[config.mk]
export PLATFORM = sky130hd
export DESIGN_NAME = branch_target_predictor
export DESIGN_NICKNAME = d
export VERILOG_FILES = /design/src/rtl/bp_pkg.sv /design/src/rtl/bp_sat_counter.sv /design/src/rtl/branch_target_predictor.sv
export SDC_FILE = /design/constraint.sdc
export NUM_CORES = 2
export LEC_CHECK = 0
export CORE_UTILIZATION = 60
export CTS_BUF_LIST = sky130_fd_sc_hd__clkbuf_4
export DETAILED_ROUTE_END_ITERATION = 8
export GPL_ROUTABILITY_DRIVEN = 0
export MAX_ROUTING_LAYER = met4
export PLACE_DENSITY_LB_ADDON = 0.25
export SETUP_SLACK_MARGIN = 0.2
export SYNTH_ARGS = -nofsm -noshare
export SYNTH_HDL_FRONTEND = slang
export SYNTH_SLANG_ARGS = --single-unit
[constraint.sdc]
create_clock -name clk -period 64.4 [get_ports clk]
set_input_delay 19.32 -clock clk [delete_from_list [all_inputs] [get_ports clk]]
set_output_delay 19.32 -clock clk [all_outputs]
set_load 0.03 [all_outputs]
[src/rtl/bp_pkg.sv]
// Shared types and helpers for the branch target predictor.
package bp_pkg;

    localparam int unsigned CNT_BITS = 2;

    // Two-bit direction counter states.
    typedef enum logic [CNT_BITS-1:0] {
        SNT = 2'b00,
        WNT = 2'b01,
        WT  = 2'b10,
        ST  = 2'b11
    } cnt_e;

    // Per-entry control bits; tag and target live in separate flop arrays
    // because their widths depend on the top-level parameters.
    typedef struct packed {
        logic valid;
        logic is_jump;
        cnt_e cnt;
    } entry_meta_t;

    localparam int unsigned META_W = $bits(entry_meta_t);

    // Saturating step of the two-bit direction counter.
    function automatic cnt_e cnt_next(input cnt_e cnt, input logic taken);
        cnt_e nxt;
        nxt = cnt;
        if (taken) begin
            if (cnt != ST) nxt = cnt_e'(CNT_BITS'(cnt) + CNT_BITS'(1));
        end else begin
            if (cnt != SNT) nxt = cnt_e'(CNT_BITS'(cnt) - CNT_BITS'(1));
        end
        return nxt;
    endfunction

endpackage

[src/rtl/bp_sat_counter.sv]
// Event counter that sticks at all-ones instead of wrapping.
module bp_sat_counter #(
    parameter int unsigned WIDTH = 16
) (
    input  logic             clk,
    input  logic             rst,
    input  logic             inc,
    output logic [WIDTH-1:0] count
);

    // Count events until the counter saturates.
    always_ff @(posedge clk or posedge rst) begin
        if (rst) begin
            count <= '0;
        end else if (inc && (count != '1)) begin
            count <= count + WIDTH'(1);
        end
    end

endmodule

[src/rtl/branch_target_predictor.sv]
// Fetch-stage predictor: direct-mapped BTB with 2-bit direction counters,
// mispredict detection for the resolved branch in MEM, and perf counters.
module branch_target_predictor
    import bp_pkg::*;
#(
    parameter int unsigned PC_WIDTH  = 32,
    parameter int unsigned ENTRIES   = 16,
    parameter int unsigned CNT_WIDTH = 16
) (
    input  logic                 clk,
    input  logic                 rst,
    input  logic [PC_WIDTH-1:0]  if_pc,
    output logic                 pred_hit,
    output logic                 pred_taken,
    output logic [PC_WIDTH-1:0]  pred_next_pc,
    input  logic                 upd_valid,
    input  logic                 upd_is_jump,
    input  logic [PC_WIDTH-1:0]  upd_pc,
    input  logic                 upd_taken,
    input  logic [PC_WIDTH-1:0]  upd_target,
    input  logic                 upd_pred_taken,
    input  logic [PC_WIDTH-1:0]  upd_pred_target,
    output logic                 redirect_valid,
    output logic [PC_WIDTH-1:0]  redirect_pc,
    input  logic                 flush_btb,
    output logic [CNT_WIDTH-1:0] perf_branches,
    output logic [CNT_WIDTH-1:0] perf_mispredicts
);

    localparam int unsigned IDX_W = $clog2(ENTRIES);
    localparam int unsigned TAG_W = PC_WIDTH - IDX_W - 2;

    entry_meta_t         meta_q   [ENTRIES];
    logic [TAG_W-1:0]    tag_q    [ENTRIES];
    logic [PC_WIDTH-1:0] target_q [ENTRIES];

    logic [IDX_W-1:0]    if_idx;
    logic [TAG_W-1:0]    if_tag;
    logic [IDX_W-1:0]    upd_idx;
    logic [TAG_W-1:0]    upd_tag;
    logic                upd_hit;
    entry_meta_t         if_meta;
    entry_meta_t         upd_meta;

    // Split both PCs into index and tag; the byte offset is ignored.
    always_comb begin
        if_idx   = if_pc[IDX_W+1:2];
        if_tag   = if_pc[PC_WIDTH-1:IDX_W+2];
        upd_idx  = upd_pc[IDX_W+1:2];
        upd_tag  = upd_pc[PC_WIDTH-1:IDX_W+2];
        if_meta  = meta_q[if_idx];
        upd_meta = meta_q[upd_idx];
        upd_hit  = upd_meta.valid && (tag_q[upd_idx] == upd_tag);
    end

    // Zero-latency lookup for the current fetch PC.
    always_comb begin
        pred_hit     = if_meta.valid && (tag_q[if_idx] == if_tag);
        pred_taken   = pred_hit && (if_meta.is_jump || if_meta.cnt[CNT_BITS-1]);
        pred_next_pc = pred_taken ? target_q[if_idx] : if_pc + PC_WIDTH'(4);
    end

    // Resolved outcome vs. the prediction that travelled with the instruction.
    always_comb begin
        redirect_valid = upd_valid &&
                         ((upd_taken != upd_pred_taken) ||
                          (upd_taken && (upd_target != upd_pred_target)));
        redirect_pc    = upd_taken ? upd_target : upd_pc + PC_WIDTH'(4);
    end

    // Table training; flush takes priority over a same-cycle update.
    always_ff @(posedge clk or posedge rst) begin
        if (rst) begin
            for (int i = 0; i < int'(ENTRIES); i++) begin
                meta_q[IDX_W'(i)]   <= '{valid: 1'b0, is_jump: 1'b0, cnt: WNT};
                tag_q[IDX_W'(i)]    <= '0;
                target_q[IDX_W'(i)] <= '0;
            end
        end else if (flush_btb) begin
            for (int i = 0; i < int'(ENTRIES); i++) begin
                meta_q[IDX_W'(i)].valid <= 1'b0;
            end
        end else if (upd_valid) begin
            if (upd_hit) begin
                if (upd_is_jump) begin
                    // Jumps always go; keep the latest target so jalr follows it.
                    meta_q[upd_idx].cnt <= ST;
                    target_q[upd_idx]   <= upd_target;
                end else begin
                    meta_q[upd_idx].cnt <= cnt_next(upd_meta.cnt, upd_taken);
                    if (upd_taken) begin
                        target_q[upd_idx] <= upd_target;
                    end
                end
            end else if (upd_taken) begin
                // Allocate, evicting whatever aliased into this index.
                meta_q[upd_idx]   <= '{valid: 1'b1, is_jump: upd_is_jump,
                                       cnt: (upd_is_jump ? ST : WT)};
                tag_q[upd_idx]    <= upd_tag;
                target_q[upd_idx] <= upd_target;
            end
        end
    end

    bp_sat_counter #(
        .WIDTH (CNT_WIDTH)
    ) u_perf_branches (
        .clk   (clk),
        .rst   (rst),
        .inc   (upd_valid),
        .count (perf_branches)
    );

    bp_sat_counter #(
        .WIDTH (CNT_WIDTH)
    ) u_perf_mispredicts (
        .clk   (clk),
        .rst   (rst),
        .inc   (redirect_valid),
        .count (perf_mispredicts)
    );

endmodule
Word level (Yosys, flattened, before mapping):

Cells that the tools add are included.

* bitwise logic cells: 5
* mux-type cells: 53
* add/subtract/negate cells: 6
* eq/ne operators: 7
* order comparisons: 3
* reduce and logical (&&, ||, !) cells: 21

Operators with widths (number)
* $mux W512: 3
* $bwmux W512: 1
* $bwmux W416: 1
* $mux W64: 4
* $bmux W26 S4: 2
* $bwmux W64: 3
* $mux W32: 5
* $mux W26: 5
* $bmux W32 S4: 1
* $demux W32 S4: 1
* $demux W26 S4: 1
* $add A32 B3 Y32 const B: 2
* $eq A26 B26 Y1: 2
* $add A16 B1 Y16 const B: 2
* $bmux W4 S4: 2
* $demux W4 S4: 2
* $ne A16 B16 Y1 const B: 2
* $ne A32 B32 Y1: 1
* $mux W4: 5
* $mux W2: 8
* $ge A5 B5 Y1 const B: 2
* $not A4 Y5: 2
* $mux W1: 9
* $logic_and A1 B1 Y1: 8
* 13 further kinds: 21

* bits in registers: 1024
* logic and storage cells: 177
* input port bits: 135
* output and inout bits: 99

Logic depth before layout (Yosys ltp):

* depth in word-level cells: 16
* depth in mapped cells: 19
* mapped depth without buffers: 9

Cells and area by module:

From an unflattened synthesis, not the netlist that was laid out.

* cell total of the unflattened synthesis: 3465
* area total of the unflattened synthesis: 53767.8 um^2

By module, submodules not included
* branch_target_predictor: instances 1, cells each 3323, area each 52156.3 um^2, sequential area each 27076.0 um^2
* bp_sat_counter: instances 2, cells each 71, area each 805.8 um^2, sequential area each 400.4 um^2

Least setup slack after synthesis:

OpenSTA, ideal clock, no wires.

* path type: input -> output
* start: input port if_pc[2]
* end: output port pred_next_pc[2]
* slack: 20737 ps
* arrival time: 24343 ps
* buffers on the path: 5
* data required time: 45080 ps
* cell stages on the path: 13
* path through: buf_2 buf_1 buf_1 mux4_2 a211oi_1 a21oi_1 xnor2_1 nand4_1 nor4_1 nor2b_1 clkbuf_1 clkbuf_1 mux2i_1

* longest elaborated chain between the ends: 8
* elaborated cells on any way between the ends: 16
* those cells by class: add/sub: 1; eq/ne: 1; mux: 10; bitwise: 1; reduce/logical: 3

Ends and longest elaborated chain
* from (decl): line branch_target_predictor.sv:12 `input logic [PC_WIDTH-1:0] if_pc,`
* $not A4 Y5 (implied by the code) (*): line branch_target_predictor.sv:51, branch_target_predictor.sv:58
* $bmux W26 S4: line branch_target_predictor.sv:58 `pred_hit = if_meta.valid && (tag_q[if_idx] == if_tag);`
* $mux W26 (implied by the code) (2 in series): line branch_target_predictor.sv:58
* $eq A26 B26 Y1: line branch_target_predictor.sv:58
* $logic_and A1 B1 Y1 (*): line branch_target_predictor.sv:58
* net pred_hit: line branch_target_predictor.sv:13 `output logic pred_hit,`
* $logic_and A1 B1 Y1 (*): line branch_target_predictor.sv:59 `pred_taken = pred_hit && (if_meta.is_jump || if_meta.cnt[CNT_BITS-1]);`
* net pred_taken: line branch_target_predictor.sv:14 `output logic pred_taken,`
* $mux W32 (*): line branch_target_predictor.sv:60 `pred_next_pc = pred_taken ? target_q[if_idx] : if_pc + PC_WIDTH'(4);`
* to (decl): line branch_target_predictor.sv:15 `output logic [PC_WIDTH-1:0] pred_next_pc,`

Mark *: on every way through the listed nets, which the timed path passes. The rest lies on a longest branch. The select of a mux whose other input is x is not followed.

Worst setup path in the final report:

* start: input port if_pc[4]
* end: output port pred_next_pc[4]

* longest elaborated chain between the ends: 8
* elaborated cells on any way between the ends: 16
* those cells by class: add/sub: 1; eq/ne: 1; mux: 10; bitwise: 1; reduce/logical: 3

Ends and longest elaborated chain (line)
* $not A4 Y5 (implied by the code): branch_target_predictor.sv:51, branch_target_predictor.sv:58, branch_target_predictor.sv:60
* $bmux W26 S4: branch_target_predictor.sv:58
* $mux W26 (implied by the code) (2 in series): branch_target_predictor.sv:58
* $eq A26 B26 Y1: branch_target_predictor.sv:58
* $logic_and A1 B1 Y1: branch_target_predictor.sv:58
* $logic_and A1 B1 Y1: branch_target_predictor.sv:59
* $mux W32 (*): branch_target_predictor.sv:60

Mark *: on every way between the ends. The rest lies on a longest branch, timed or not. The select of a mux whose other input is x is not followed.

==> summary.txt <==
Run status
  – Status: complete, no violations

Timing
  – Final Critical Period: 44.81 ns
  – RSZ-0062 raised after global routing: false
  – Tcrit/Tclk final: just under 70%
  – Final Setup Violations: 0
  – Slew Limit Fails: 0
  – Final hold violation count: 0
  – Highest clock rate: between 20 and 25 MHz
  – Worst-margin pin slew: approximately 1.3 ns
  – Setup TNS: 0 ns
  – Clock skew: 0.1001 ns
  – Headroom to the max-slew limit: a little over an eighth
  – Hold WS: 0.4960 ns
  – Worst setup margin: roughly 20 ns

Pwr
  – Pleak: between 20 and 25 nW
  – Peak supply drop: 0.02010 mV
  – Pwr/cell area: about 27 mW/mm^2

Yosys
  – Largest family of logic cells by synthesized area: multiplexers
  – Synth Flop Type: dfrtp_1
  – Sequential area share after synthesis: 52.18%
  – Synth cell types: approximately 80
  – Post-Synthesis Cells: roughly 3,400
  – Xor-xnor portion of the synthesized cell area: under 10%
  – Simple-Gate Fraction of Synth Area: a little under 4%
  – Post-synth EDFFs: about 490
  – YS warnings: 0
  – Portion of netlist area occupied by mux cells: 34.98%
  – Mapped Area: 0.05342 sq mm
  – Mean Syn Cell Area: roughly 16 sq um
  – Adder-Cell Fraction of Synth Area: 0.2014%
  – Async SR Flop Fraction: 51.97%
  – Synthesized net count: roughly 3,600
  – Compound-Gate Fraction of Synth Area: 2.736%
  – Register bit count reported by yosys: about 1,000

Worst setup path
  – WP data arrival: between 20 and 30 ns
  – Critical path required time: between 40 and 50 ns
  – Critical path type: primary input to output port
  – CP max FO: 49
  – CP Launch Type: primary input
  – CP Capture Type: output port

Final layout
  – Fin nets: 3,869
  – Seq. cell area: ~0.028 sq mm
  – Area Growth Syn to Fin: 12.53%
  – Share of layout cells above drive strength 1: between 40 and 50%
  – Multi-input gate area: 0.02401 sq mm
  – Fill count: approximately 5,900
  – Final Cell Area: around 0.06 sq mm
  – Utilization after layout: about two thirds

Floorplan
  – Die height: 300.4 microns
  – I/O Pins: between 200 and 250
  – Core area: just under 0.09 sq mm
  – Die extent in x: between 300 and 400 microns
  – Row cnt: roughly 110
  – Die area: 0.09023 sq mm
  – Initial core utilization: 60.54%

Drt
  – WL per Instance: a little over 30 microns
  – Drt total wl: between 150 and 200 mm
  – Router iterations before antenna repair: 8
  – Post-DRT Antenna Nets: 0
  – Initial drt markers: between 3,000 and 4,000
  – DRC errors left: 0
  – Vias/cell: about 6.8
  – Via count: 34,980

Place
  – PortBufs: about 230
  – DP HPWL: between 90 and 100 mm
  – Placed Area: ~0.056 sq mm
  – Place WS: 19.71 ns

GRT
  – GRT overflow: 0
  – Global-route wire length before repair: roughly 230 mm
  – All-Layer GR Usage: between 30% and 40%
  – Number of global-route vias before repair: 36,070
  – Largest net degree at the start of global routing: between 150 and 200
  – Initial antenna violation count: 15

Clocking
  – CTS tree: yes
  – Total setup buffers inserted after CTS: 0
  – Root Buffer: clkbuf_4
  – Total clock sinks: just over 1,000
  – Maximum clock path buffer count: 4
  – Reg clk slew, reported paths: ~0.06 ns
  – PostCTS Resize Cnt: 0
  – # H-tree levels: 5
  – CTS Buf Count: 288
  – CTS Hold Buffers Added: 0
  – Skew-Pair Late Insertion Delay: 1.23 ns

Worst hold path
  – Worst hold path class: register to register

Job
  – Max Cap Viol: 0
## area by class of cell
type,instances,share of cell area [%]
antenna,20,0.08325
multi-input combinational,2079,39.93
sequential,1016,46.37
timing repair buffer,316,4.962
inverter,26,0.1748
clock buffer,430,5.370
clock inverter,76,0.6827
tap,1165,2.425
## worst paths after layout
path                                                              start                                      end  slack (ns)  depth (start not counted)
worst max-delay path                                           if_pc[4]                          pred_next_pc[4]       19.59                         13
worst min-delay path            u_perf_mispredicts.count[8]$_DFFE_PP0P_  u_perf_mispredicts.count[8]$_DFFE_PP0P_        0.50                          1
worst max register to register                      tag_q[61]$_DFFE_PP_                     tag_q[190]$_DFFE_PP_       59.25                         11
worst min register to register  u_perf_mispredicts.count[8]$_DFFE_PP0P_  u_perf_mispredicts.count[8]$_DFFE_PP0P_        0.50                          1
max in group asynchronous                                           rst                target_q[373]$_DFFE_PP0P_       42.93                          4
min in group asynchronous                                           rst                target_q[492]$_DFFE_PP0P_       18.81                          2
## layout by cell type, fill, tap and decap left out, types with 49 or more instances in the layout
master / instances
mux2_2: 708
dfrtp_1: 520
edfxtp_1: 488
clkbuf_4: 430
mux4_2: 351
clkdlybuf4s50_1: 225
nand2_1: 125
mux2i_1: 124
xnor2_1: 87
buf_4: 85
xor2_1: 82
nor2_1: 80
mux2_4: 71
clkinv_1: 51
o21ai_0: 49
## metrics by stage
step / power (mW) / std cells
floorplan: 0.9348 / 3423
global placement: 1.005 / 4602
detailed placement: 1.019 / 4602
CTS: 1.614 / 5108
global route: 1.668 / 5124
finish: 1.608 / 5128
## worst max-delay path, stage by stage
cell             delay [ns]
buf_6                  0.27
buf_4                  0.87
buf_4                  0.86
mux4_2                 0.42
mux2i_1                0.16
mux2i_1                0.17
xor2_1                 0.23
nor4_1                 0.29
nand4_1                0.15
nor4_1                 0.64
nor2b_4                0.95
mux2_2                 0.43
clkdlybuf4s50_1        0.60
## kinds of logic after synthesis
family | after synthesis
AOI/OAI and AO/OA | 204
xor gates and xnor gates | 169
adders and majority gates | 9
buffers and inverters | 328
DFF | 1016
muxes | 1284
and+or+nand+nor | 413
## Yosys cell counts (9+ instances only)
master	count	area, sq um
nand4_1	20	125.1
and2_1	9	56.30
xnor2_1	87	762.0
mux4_2	351	7905
nor3_1	30	150.1
and4_1	9	78.83
mux4_1	11	289.0
buf_6	40	450.4
mux2_2	708	7973
and3_1	14	87.58
mux2_1	19	214.0
dfrtp_1	520	13010
edfxtp_1	488	14650
nand2_1	125	469.2
a211oi_1	17	127.6
xor2_1	82	718.2
buf_4	21	157.7
o22ai_1	16	100.1
mux2_4	71	1066
buf_1	44	165.2
inv_1	23	86.33
buf_2	43	215.2
clkbuf_1	149	559.3
o21ai_0	49	245.2
nor2b_1	20	125.1
a22oi_1	18	135.1
nand3_1	43	215.2
a21oi_1	30	150.1
nor4_1	16	100.1
mux2i_1	124	1241
nor2_1	89	334.1
## power by group
part	internal (mW)	leakage [nW]	switching [mW]
logic	0.120	10.5	0.123
registers	0.732	11.4	0.0357
clock network	0.322	2.20	0.276
total	1.17	24.1	0.435
## routing by layer
metal	global-route usage (%)	share of wire [%]
met2	52.46	46
met5	-	0
met3	11.30	12
met4	18.09	4.9
met1	47.43	37
## sequential cells by signal, indices dropped and copies added, names as in the netlist
signal                    cells
meta_q                       56
tag_q                       416
target_q                    512
u_perf_branches.count        16
u_perf_mispredicts.count     16
Note: power is estimated with default switching activity, not from simulation.
